### src/rtl/gba_gpu_pkg.sv
// Shared definitions for the GBA affine background sequencer: FSM encoding,
// reference-point widths and the sign-extending accumulate used per line.
package gba_gpu_pkg;

  localparam int REF_W = 28;
  localparam int D_W   = 16;

  localparam logic [2:0] ST_IDLE    = 3'd0;
  localparam logic [2:0] ST_TRIG    = 3'd1;
  localparam logic [2:0] ST_START   = 3'd2;
  localparam logic [2:0] ST_WAIT    = 3'd3;
  localparam logic [2:0] ST_ADVANCE = 3'd4;

  // 20.8 reference plus sign-extended 8.8 increment, wrapping modulo 2^REF_W.
  function automatic logic signed [REF_W-1:0] sext_add(
    input logic signed [REF_W-1:0] base,
    input logic signed [D_W-1:0]   delta
  );
    logic signed [REF_W-1:0] ext;
    ext = {{(REF_W-D_W){delta[D_W-1]}}, delta};
    return base + ext;
  endfunction

endpackage

### src/rtl/gba_refpoint_axis.sv
// One axis (X or Y) of the affine reference point: CPU-visible copy, running
// reference, mosaic-held reference and a deferred-write pending flag.
module gba_refpoint_axis #(
  parameter int REF_W = gba_gpu_pkg::REF_W,
  parameter int D_W   = gba_gpu_pkg::D_W
) (
  input  logic                    clk,
  input  logic                    reset,
  input  logic                    wr_en,
  input  logic signed [REF_W-1:0] wdata,
  input  logic                    wr_defer,
  input  logic                    reload,
  input  logic                    advance,
  input  logic                    mosaic_take,
  input  logic signed [D_W-1:0]   delta,
  output logic signed [REF_W-1:0] ref_pt,
  output logic signed [REF_W-1:0] ref_mosaic
);
  import gba_gpu_pkg::*;

  logic signed [REF_W-1:0] bg_reg;
  logic signed [REF_W-1:0] next_ref;
  logic                    pending;

  // A deferred CPU write replaces the increment for this line.
  always_comb begin
    next_ref = pending ? bg_reg : sext_add(ref_pt, delta);
  end

  always_ff @(posedge clk) begin
    if (reset) begin
      bg_reg     <= '0;
      ref_pt     <= '0;
      ref_mosaic <= '0;
      pending    <= 1'b0;
    end else begin
      if (wr_en)
        bg_reg <= wdata;

      if (wr_en && !wr_defer) begin
        ref_pt     <= wdata;
        ref_mosaic <= wdata;
      end else if (reload) begin
        ref_pt     <= bg_reg;
        ref_mosaic <= bg_reg;
      end else if (advance) begin
        ref_pt <= next_ref;
        if (mosaic_take || pending)
          ref_mosaic <= next_ref;
      end

      if (reload)
        pending <= 1'b0;
      else if (wr_en && wr_defer)
        pending <= 1'b1;
      else if (advance)
        pending <= 1'b0;
    end
  end

endmodule

### src/rtl/gba_affine_refpoint.sv
// Affine/bitmap BG reference-point sequencer: per-line drawer handshake FSM,
// vertical mosaic counter and two axis instances.
// Optional build macro: GBA_REFPOINT_WRITE_DEFER_EN defers CPU ref loads to ADVANCE.
module gba_affine_refpoint #(
  parameter int REF_W      = gba_gpu_pkg::REF_W,
  parameter int D_W        = gba_gpu_pkg::D_W,
  parameter int BUSY_GRACE = 2
) (
  input  logic                    fclk,
  input  logic                    reset,
  input  logic                    enable,
  input  logic                    vblank_start,
  input  logic                    line_start,
  input  logic                    ref_x_we,
  input  logic                    ref_y_we,
  input  logic signed [REF_W-1:0] ref_x_wdata,
  input  logic signed [REF_W-1:0] ref_y_wdata,
  input  logic signed [D_W-1:0]   dmx,
  input  logic signed [D_W-1:0]   dmy,
  input  logic                    mosaic,
  input  logic [3:0]              Mosaic_V_Size,
  input  logic                    drawer_busy,
  output logic signed [REF_W-1:0] refX,
  output logic signed [REF_W-1:0] refY,
  output logic signed [REF_W-1:0] refX_mosaic,
  output logic signed [REF_W-1:0] refY_mosaic,
  output logic                    line_trigger,
  output logic                    drawline,
  output logic                    line_done,
  output logic                    line_overrun
);
  import gba_gpu_pkg::*;

  localparam int GRACE_W = (BUSY_GRACE < 1) ? 1 : $clog2(BUSY_GRACE + 1);

  logic [2:0]         state;
  logic [GRACE_W-1:0] grace;
  logic [3:0]         mosaic_vcnt;
  logic               advance;
  logic               mosaic_take;
  logic               wr_defer;

  assign line_trigger = (state == ST_TRIG);
  assign drawline     = (state == ST_START);
  assign line_done    = (state == ST_ADVANCE);
  assign advance      = (state == ST_ADVANCE) && !vblank_start;
  assign mosaic_take  = !mosaic || (mosaic_vcnt >= Mosaic_V_Size);

`ifdef GBA_REFPOINT_WRITE_DEFER_EN
  // The drawer holds its own copy from line_trigger until the line finishes.
  assign wr_defer = ((state == ST_TRIG) || (state == ST_START) || (state == ST_WAIT))
                    && !vblank_start;
`else
  assign wr_defer = 1'b0;
`endif

  always_ff @(posedge fclk) begin
    if (reset) begin
      state        <= ST_IDLE;
      grace        <= '0;
      mosaic_vcnt  <= '0;
      line_overrun <= 1'b0;
    end else if (vblank_start) begin
      state        <= ST_IDLE;
      mosaic_vcnt  <= '0;
      line_overrun <= 1'b0;
    end else begin
      if (line_start && (state != ST_IDLE))
        line_overrun <= 1'b1;

      case (state)
        ST_IDLE:  if (line_start && enable) state <= ST_TRIG;
        ST_TRIG:  state <= ST_START;
        ST_START: begin
          grace <= GRACE_W'(BUSY_GRACE);
          state <= ST_WAIT;
        end
        ST_WAIT: begin
          if (grace != '0)
            grace <= grace - 1'b1;
          else if (!drawer_busy)
            state <= ST_ADVANCE;
        end
        ST_ADVANCE: begin
          mosaic_vcnt <= mosaic_take ? 4'd0 : mosaic_vcnt + 4'd1;
          state       <= ST_IDLE;
        end
        default: state <= ST_IDLE;
      endcase
    end
  end

  gba_refpoint_axis #(.REF_W(REF_W), .D_W(D_W)) u_axis_x (
    .clk         (fclk),
    .reset       (reset),
    .wr_en       (ref_x_we),
    .wdata       (ref_x_wdata),
    .wr_defer    (wr_defer),
    .reload      (vblank_start),
    .advance     (advance),
    .mosaic_take (mosaic_take),
    .delta       (dmx),
    .ref_pt      (refX),
    .ref_mosaic  (refX_mosaic)
  );

  gba_refpoint_axis #(.REF_W(REF_W), .D_W(D_W)) u_axis_y (
    .clk         (fclk),
    .reset       (reset),
    .wr_en       (ref_y_we),
    .wdata       (ref_y_wdata),
    .wr_defer    (wr_defer),
    .reload      (vblank_start),
    .advance     (advance),
    .mosaic_take (mosaic_take),
    .delta       (dmy),
    .ref_pt      (refY),
    .ref_mosaic  (refY_mosaic)
  );

endmodule
### config.mk
export PLATFORM = sky130hd
export DESIGN_NAME = gba_affine_refpoint
export DESIGN_NICKNAME = d
export VERILOG_FILES = /design/src/rtl/gba_gpu_pkg.sv /design/src/rtl/gba_refpoint_axis.sv /design/src/rtl/gba_affine_refpoint.sv
export SDC_FILE = /design/constraint.sdc
export NUM_CORES = 1
export LEC_CHECK = 0
export BUFFER_PORTS_ARGS = -buffer_cell sky130_fd_sc_hd__buf_2
export CORE_ASPECT_RATIO = 0.7
export CORE_UTILIZATION = 25
export DETAILED_ROUTE_END_ITERATION = 10
export MAX_ROUTING_LAYER = met4
export PLACE_DENSITY = 0.41
export SYNTH_ARGS = -nofsm -noshare
export SYNTH_HDL_FRONTEND = slang
export SYNTH_SLANG_ARGS = --single-unit
### constraint.sdc
create_clock -name fclk -period 6.9 [get_ports fclk]
set_input_delay 0.345 -clock fclk [delete_from_list [all_inputs] [get_ports fclk]]
set_output_delay 0.345 -clock fclk [all_outputs]
set_load 0.1 [all_outputs]
# Yosys cells after proc, flatten, opt, wreduce, memory -nomap -nowiden
# Cells that the tools add are included.
[word_totals]
out_inout_bits = 116
register_bits = 178
[classes]
n_lt_le_gt_ge = 1
addsub = 4
muxes = 21
bitwise = 1
eq_ne = 8
n_reduce_logical = 19
[op_table]
columns = ["op", "count"]
rows = [
  ["$mux 28", 14],
  ["$add 28x16->28", 2],
  ["$reduce_bool 3->1", 5],
  ["$pmux 3 s4", 1],
  ["$mux 3", 3],
  ["$ne 2x2->1 const B", 4],
  ["$eq 3x2->1 const B", 2],
  ["$reduce_and 3->1", 2],
  ["$add 4x1->4 const B", 1],
  ["$ge 4x4->1", 1],
  ["$mux 4", 1],
  ["$pmux 2 s2", 1],
  ["$reduce_and 2->1", 2],
  ["$reduce_bool 2->1", 2],
  ["$eq 3x1->1 const B", 1],
  ["$eq 3x3->1 const B", 1],
  ["$logic_and 1x1->1", 3],
  ["$logic_not 3->1", 1],
  ["$logic_not 1->1", 2],
  ["$mux 2", 1],
  ["$reduce_or 2->1", 1],
  ["$sub 2x1->2 const B", 1],
  ["$logic_or 1x1->1", 1],
  ["$not 1->1", 1],
]

# Depth between registers and ports, before layout
[depth]
word_depth = 6
mapped_depth = 12
ltp_nobuf = 12

# Hierarchy
# From an unflattened synthesis, not the netlist that was laid out.
[unflattened]
cells_unflattened = 1393
area_unflattened_um2 = 10879.2
[modules_own_cells]
columns = ["mod", "area_each_um2", "n_inst", "cells_per_inst"]
rows = [
  ["gba_refpoint_axis at u_axis_y", 5287.6, 1, 682],
  ["gba_refpoint_axis at u_axis_x", 4982.3, 1, 639],
  ["gba_affine_refpoint", 609.3, 1, 72],
]

# Worst setup path after synthesis
# No wires, ideal clock.
[synth_timing]
kind = "reg2reg"
start = "register u_axis_y.ref_pt[0]"
end = "register u_axis_y.ref_mosaic[20]"
path_stages_with_launch = 13
slack_ns = 3.456
arrival_ns = 3.376
setup_ns = 0.068
path_cell_list = "dfxtp_1 ha_1 inv_1 fa_1 nor2b_1 o21ai_0 a21o_1 a211oi_2 nor3_1 nor3_2 xnor2_1 or4_4 o21ai_2"
[synth_between]
elab_chain_len = 5
[synth_rtl]
columns = ["element", "line_no", "rtl"]
rows = [
  ["from (decl)", "gba_refpoint_axis.sv:16", "output logic signed [REF_W-1:0] ref_pt,"],
  ["from (signal assigned)", "gba_refpoint_axis.sv:41", "ref_pt <= wdata;"],
  ["from (signal assigned)", "gba_refpoint_axis.sv:44", "ref_pt <= bg_reg;"],
  ["from (signal assigned)", "gba_refpoint_axis.sv:47", "ref_pt <= next_ref;"],
  ["$add 28x16->28", "gba_gpu_pkg.sv:21", "return base + ext;"],
  ["$mux 28", "gba_refpoint_axis.sv:48", "if (mosaic_take || pending)"],
  ["$mux 28", "gba_refpoint_axis.sv:46", "end else if (advance) begin"],
  ["$mux 28", "gba_refpoint_axis.sv:43", "end else if (reload) begin"],
  ["$mux 28", "gba_refpoint_axis.sv:40", "if (wr_en && !wr_defer) begin"],
  ["to (signal assigned)", "gba_refpoint_axis.sv:42", "ref_mosaic <= wdata;"],
  ["to (signal assigned)", "gba_refpoint_axis.sv:45", "ref_mosaic <= bg_reg;"],
  ["to (signal assigned)", "gba_refpoint_axis.sv:49", "ref_mosaic <= next_ref;"],
  ["to (decl)", "gba_refpoint_axis.sv:17", "output logic signed [REF_W-1:0] ref_mosaic"],
]
# Every way passes these cells. The select of a mux whose other input is x is not followed.
# A chain may end at the register's enable or synchronous reset.

# Worst setup path after layout
[layout_timing]
start = "register u_axis_y.ref_pt[0]"
end = "register u_axis_y.ref_pt[20]"
[layout_between]
elab_chain_len = 4
[layout_rtl]
columns = ["element", "line_no"]
rows = [
  ["$add 28x16->28", "gba_gpu_pkg.sv:21"],
  ["$mux 28", "gba_refpoint_axis.sv:46"],
  ["$mux 28", "gba_refpoint_axis.sv:43"],
  ["$mux 28", "gba_refpoint_axis.sv:40"],
]
# Every way passes these cells. The select of a mux whose other input is x is not followed.

==> impl_metrics.yaml <==
outcome:
  outcome: "complete, no violations"
grt:
  grt_pass1_wl_um: 58800
  first_global_vias: 9458
  grt_max_degree: 60
  grt.met3_usage_pct: 2.67
  met1_usage_pct: 28.7
  met2_usage_pct: 26.4
  busiest_layer: "met1"
  grt.total_usage_pct: 19.2
  antenna_found_initial: 2
  grt_remaining_overflow: 0
synthesis:
  synth-compound-area-share_pct: 26.1
  syn-num-nets: 1451
  synth_mux_area_share_pct: 5.08
  synthCells: 1288
  synth-seq-cells: 178
  synth-xor-area-share_pct: 3.59
  async_reset_ff_share_pct: 0
  synthSimpleGateAreaFrac_pct: 18.5
  yosysWarningCount: 0
  avgSynthCellArea_sq_um: 7.95
  netlist_area_sq_mm: 0.0102
  ys.flop_type: "dfxtp_1"
  synth_edf_count: 0
  synth_top_family_by_area: "compound AO/OA/AOI/OAI gates"
  ys_types: 68
  synth_fa_ha_area_share_pct: 7.72
  synth.yosys.seq_area_share_pct: 34.8
die:
  core_area_sq_mm: 0.0400
  fp-row-count: 61
  die_h_um: 171
  initial_utilization_pct: 25.6
  die_w_um: 244
  pin_count: 217
  die_area_sq_mm: 0.0418
pwr:
  vdd_drop_max_uv: 166
  p_leak_nw: 5.64
  finalPower_mw: 3.33
  p_per_area_mw_per_mm2: 268
clock_network:
  cts.htree.levels: 4
  clock_sink_count: 178
  root_buffer: "clkbuf_16"
  cts_made_buffers: 17
  cts_setup_buffers: 0
  postCtsHoldBufs: 0
  clock_latency_ns: 0.46
  cts_tree: "yes"
  cts_resized: 0
  clockBufferDepth: 2
  clk_pin_slew_worst_paths_ns: 0.07
worst_setup_path:
  endpoint_kind: "register"
  worstReg2RegStart: "u_axis_y.ref_pt[0]$_SDFFE_PP0P_"
  cp_data_required_time_ns: 7.28
  worstSetupPathType: "register to register"
  critPathCapture: "u_axis_y.ref_pt[20]$_SDFFE_PP0P_"
  arrival_ns: 3.68
  crit_start: "u_axis_y.ref_pt[0]$_SDFFE_PP0P_"
  crit_fanout: 3
  r2r_cells: 12
  worstReg2RegEnd: "u_axis_y.ref_pt[20]$_SDFFE_PP0P_"
  r2r_setup_slack_ns: 3.61
  startpoint_type: "register"
place:
  dpl.cell_count: 1979
  dp_hpwl_um: 28500
  portBuffers: 216
  pre_cts_ws_ns: 3.48
  gp_congestion: 0.882
  post_dp_cell_area_sq_mm: 0.0118
timing:
  fin_ws_ns: 3.61
  setup-violations-final: 0
  max_freq_ghz: 0.304
  whs_ns: 0.139
  hold_viol_final: 0
  grt_setup_unrepaired: "false"
  tns_ns: 0
  fin_crit_sh_pct: 47.7
  clock_skew_ns: 0.0162
  drv_slew: 0
  max_slew_margin_pct: 28.8
  fin_crit_ns: 3.29
  worst_pin_slew_ns: 1.07
detailed_routing:
  via_count: 10151
  drt_pass1_iterations: 5
  wl_per_cell_um: 19.5
  drc_errors: 0
  drtIter0Drc: 672
  wl_um: 39300
  drtAntennaViolNets: 0
  detail_route.vias_per_cell: 5.05
layout:
  fin_nets: 1626
  fill_cells: 4363
  final_area_sq_mm: 0.0125
  fin_cells: 2012
  drive_gt1_share_pct: 18.9
  area_growth_pct: 21.7
  utilization_pct: 31.1
flow_run:
  cap_violations: 0
worst_hold_path:
  hp-class: "input pin to register"
[power by group]
part | total (mW) | switching, mW | leakage [nW] | internal (mW)
Clock | 1.08 | 0.460 | 0.288 | 0.624
Sequential | 1.16 | 0.0572 | 1.47 | 1.10
Combinational | 1.09 | 0.812 | 3.88 | 0.277
[synth_stat cells, types with 4 or more instances]
master	count	share of area [%]
buf_2	4	0.20
a211oi_1	29	2.1
a31o_2	4	0.34
mux2i_1	52	5.1
xnor2_1	20	1.7
or3_1	13	0.79
o211ai_1	28	2.1
nor3_1	16	0.78
o2111ai_1	4	0.34
nor2b_1	8	0.49
a21oi_1	125	6.1
and2_1	4	0.24
a31oi_1	18	1.1
o21a_1	18	1.3
inv_1	29	1.1
o31ai_1	9	0.66
a22oi_1	5	0.37
o221ai_1	5	0.43
xor2_1	22	1.9
a21boi_0	7	0.51
a21o_1	41	3.0
and3_1	11	0.67
nor2_1	135	4.9
nand2_1	161	5.9
clkbuf_1	62	2.3
o21ai_0	69	3.4
buf_1	12	0.44
o22ai_1	9	0.55
dfxtp_1	178	35
nand3_1	48	2.3
nand4_1	8	0.49
nand2b_1	6	0.37
ha_1	60	7.3
[how the worst min path moves through the flow]
stage                                            to  depth (start not counted)                                  from  slack [ns]
3_3_place_gp   u_axis_x.ref_mosaic[24]$_SDFFE_PP0P_                          2  u_axis_x.ref_mosaic[24]$_SDFFE_PP0P_        0.44
3_5_place_dp    u_axis_x.ref_mosaic[0]$_SDFFE_PP0P_                          2   u_axis_x.ref_mosaic[0]$_SDFFE_PP0P_        0.44
6_report            u_axis_y.bg_reg[5]$_SDFFE_PP0P_                          3                        ref_y_wdata[5]        0.14
2_1_floorplan      u_axis_y.bg_reg[18]$_SDFFE_PP0P_                          2      u_axis_y.bg_reg[18]$_SDFFE_PP0P_        0.44
5_1_grt            u_axis_x.bg_reg[15]$_SDFFE_PP0P_                          3                       ref_x_wdata[15]        0.13
4_1_cts             u_axis_y.bg_reg[5]$_SDFFE_PP0P_                          3                        ref_y_wdata[5]        0.12
[final cells by class]
type | count | area (sq um) | share of cell area, %
flip-flops and latches | 178 | 3560 | 28.6
repair buffers | 234 | 1220 | 9.78
clock buffers | 22 | 464 | 3.73
inverters | 33 | 124 | 0.994
clock inverters | 9 | 155 | 1.25
well taps | 535 | 669 | 5.37
multi-input cells | 999 | 6260 | 50.2
diodes | 2 | 5.00 | 0.0402
[worst max-delay path: stages, from the launching register on]
cell and delay (ns):
dfxtp_1 0.37, ha_1 0.19, inv_1 0.06, fa_1 0.39, nor2b_1 0.15, o21ai_0 0.16
a21o_1 0.25, a211oi_2 0.35, nor3_1 0.19, nor3_2 0.32, xnor2_1 0.12, or4_4 0.55
o21ai_2 0.12
[metal layers]
metal | part of all wire (%) | wire, um
met1 | 54 | 21000
met2 | 40 | 15800
met3 | 4.8 | 1900
met4 | 1.4 | 569
met5 | 0 | 0
[cells by family (layout without fill, tap and decap cells)]
group / count (synthesis) / after routing
compound gates: 414 / 414
buf+inv: 111 / 298
xor+xnor: 42 / 42
fa+ha+maj: 62 / 62
simple gates: 429 / 429
other cells: 0 / 2
mux: 52 / 52
flops: 178 / 178
[placed cells by master (no fill, tap or decap), types with 41 or more instances in the layout]
| cell | count |
|---|---|
| o21ai_0 | 69 |
| mux2i_1 | 52 |
| nand2_1 | 161 |
| nand3_1 | 48 |
| dfxtp_1 | 178 |
| a21o_1 | 41 |
| nor2_1 | 133 |
| a21oi_1 | 125 |
| ha_1 | 60 |
| buf_2 | 215 |
(Power assumes the default switching activity.)
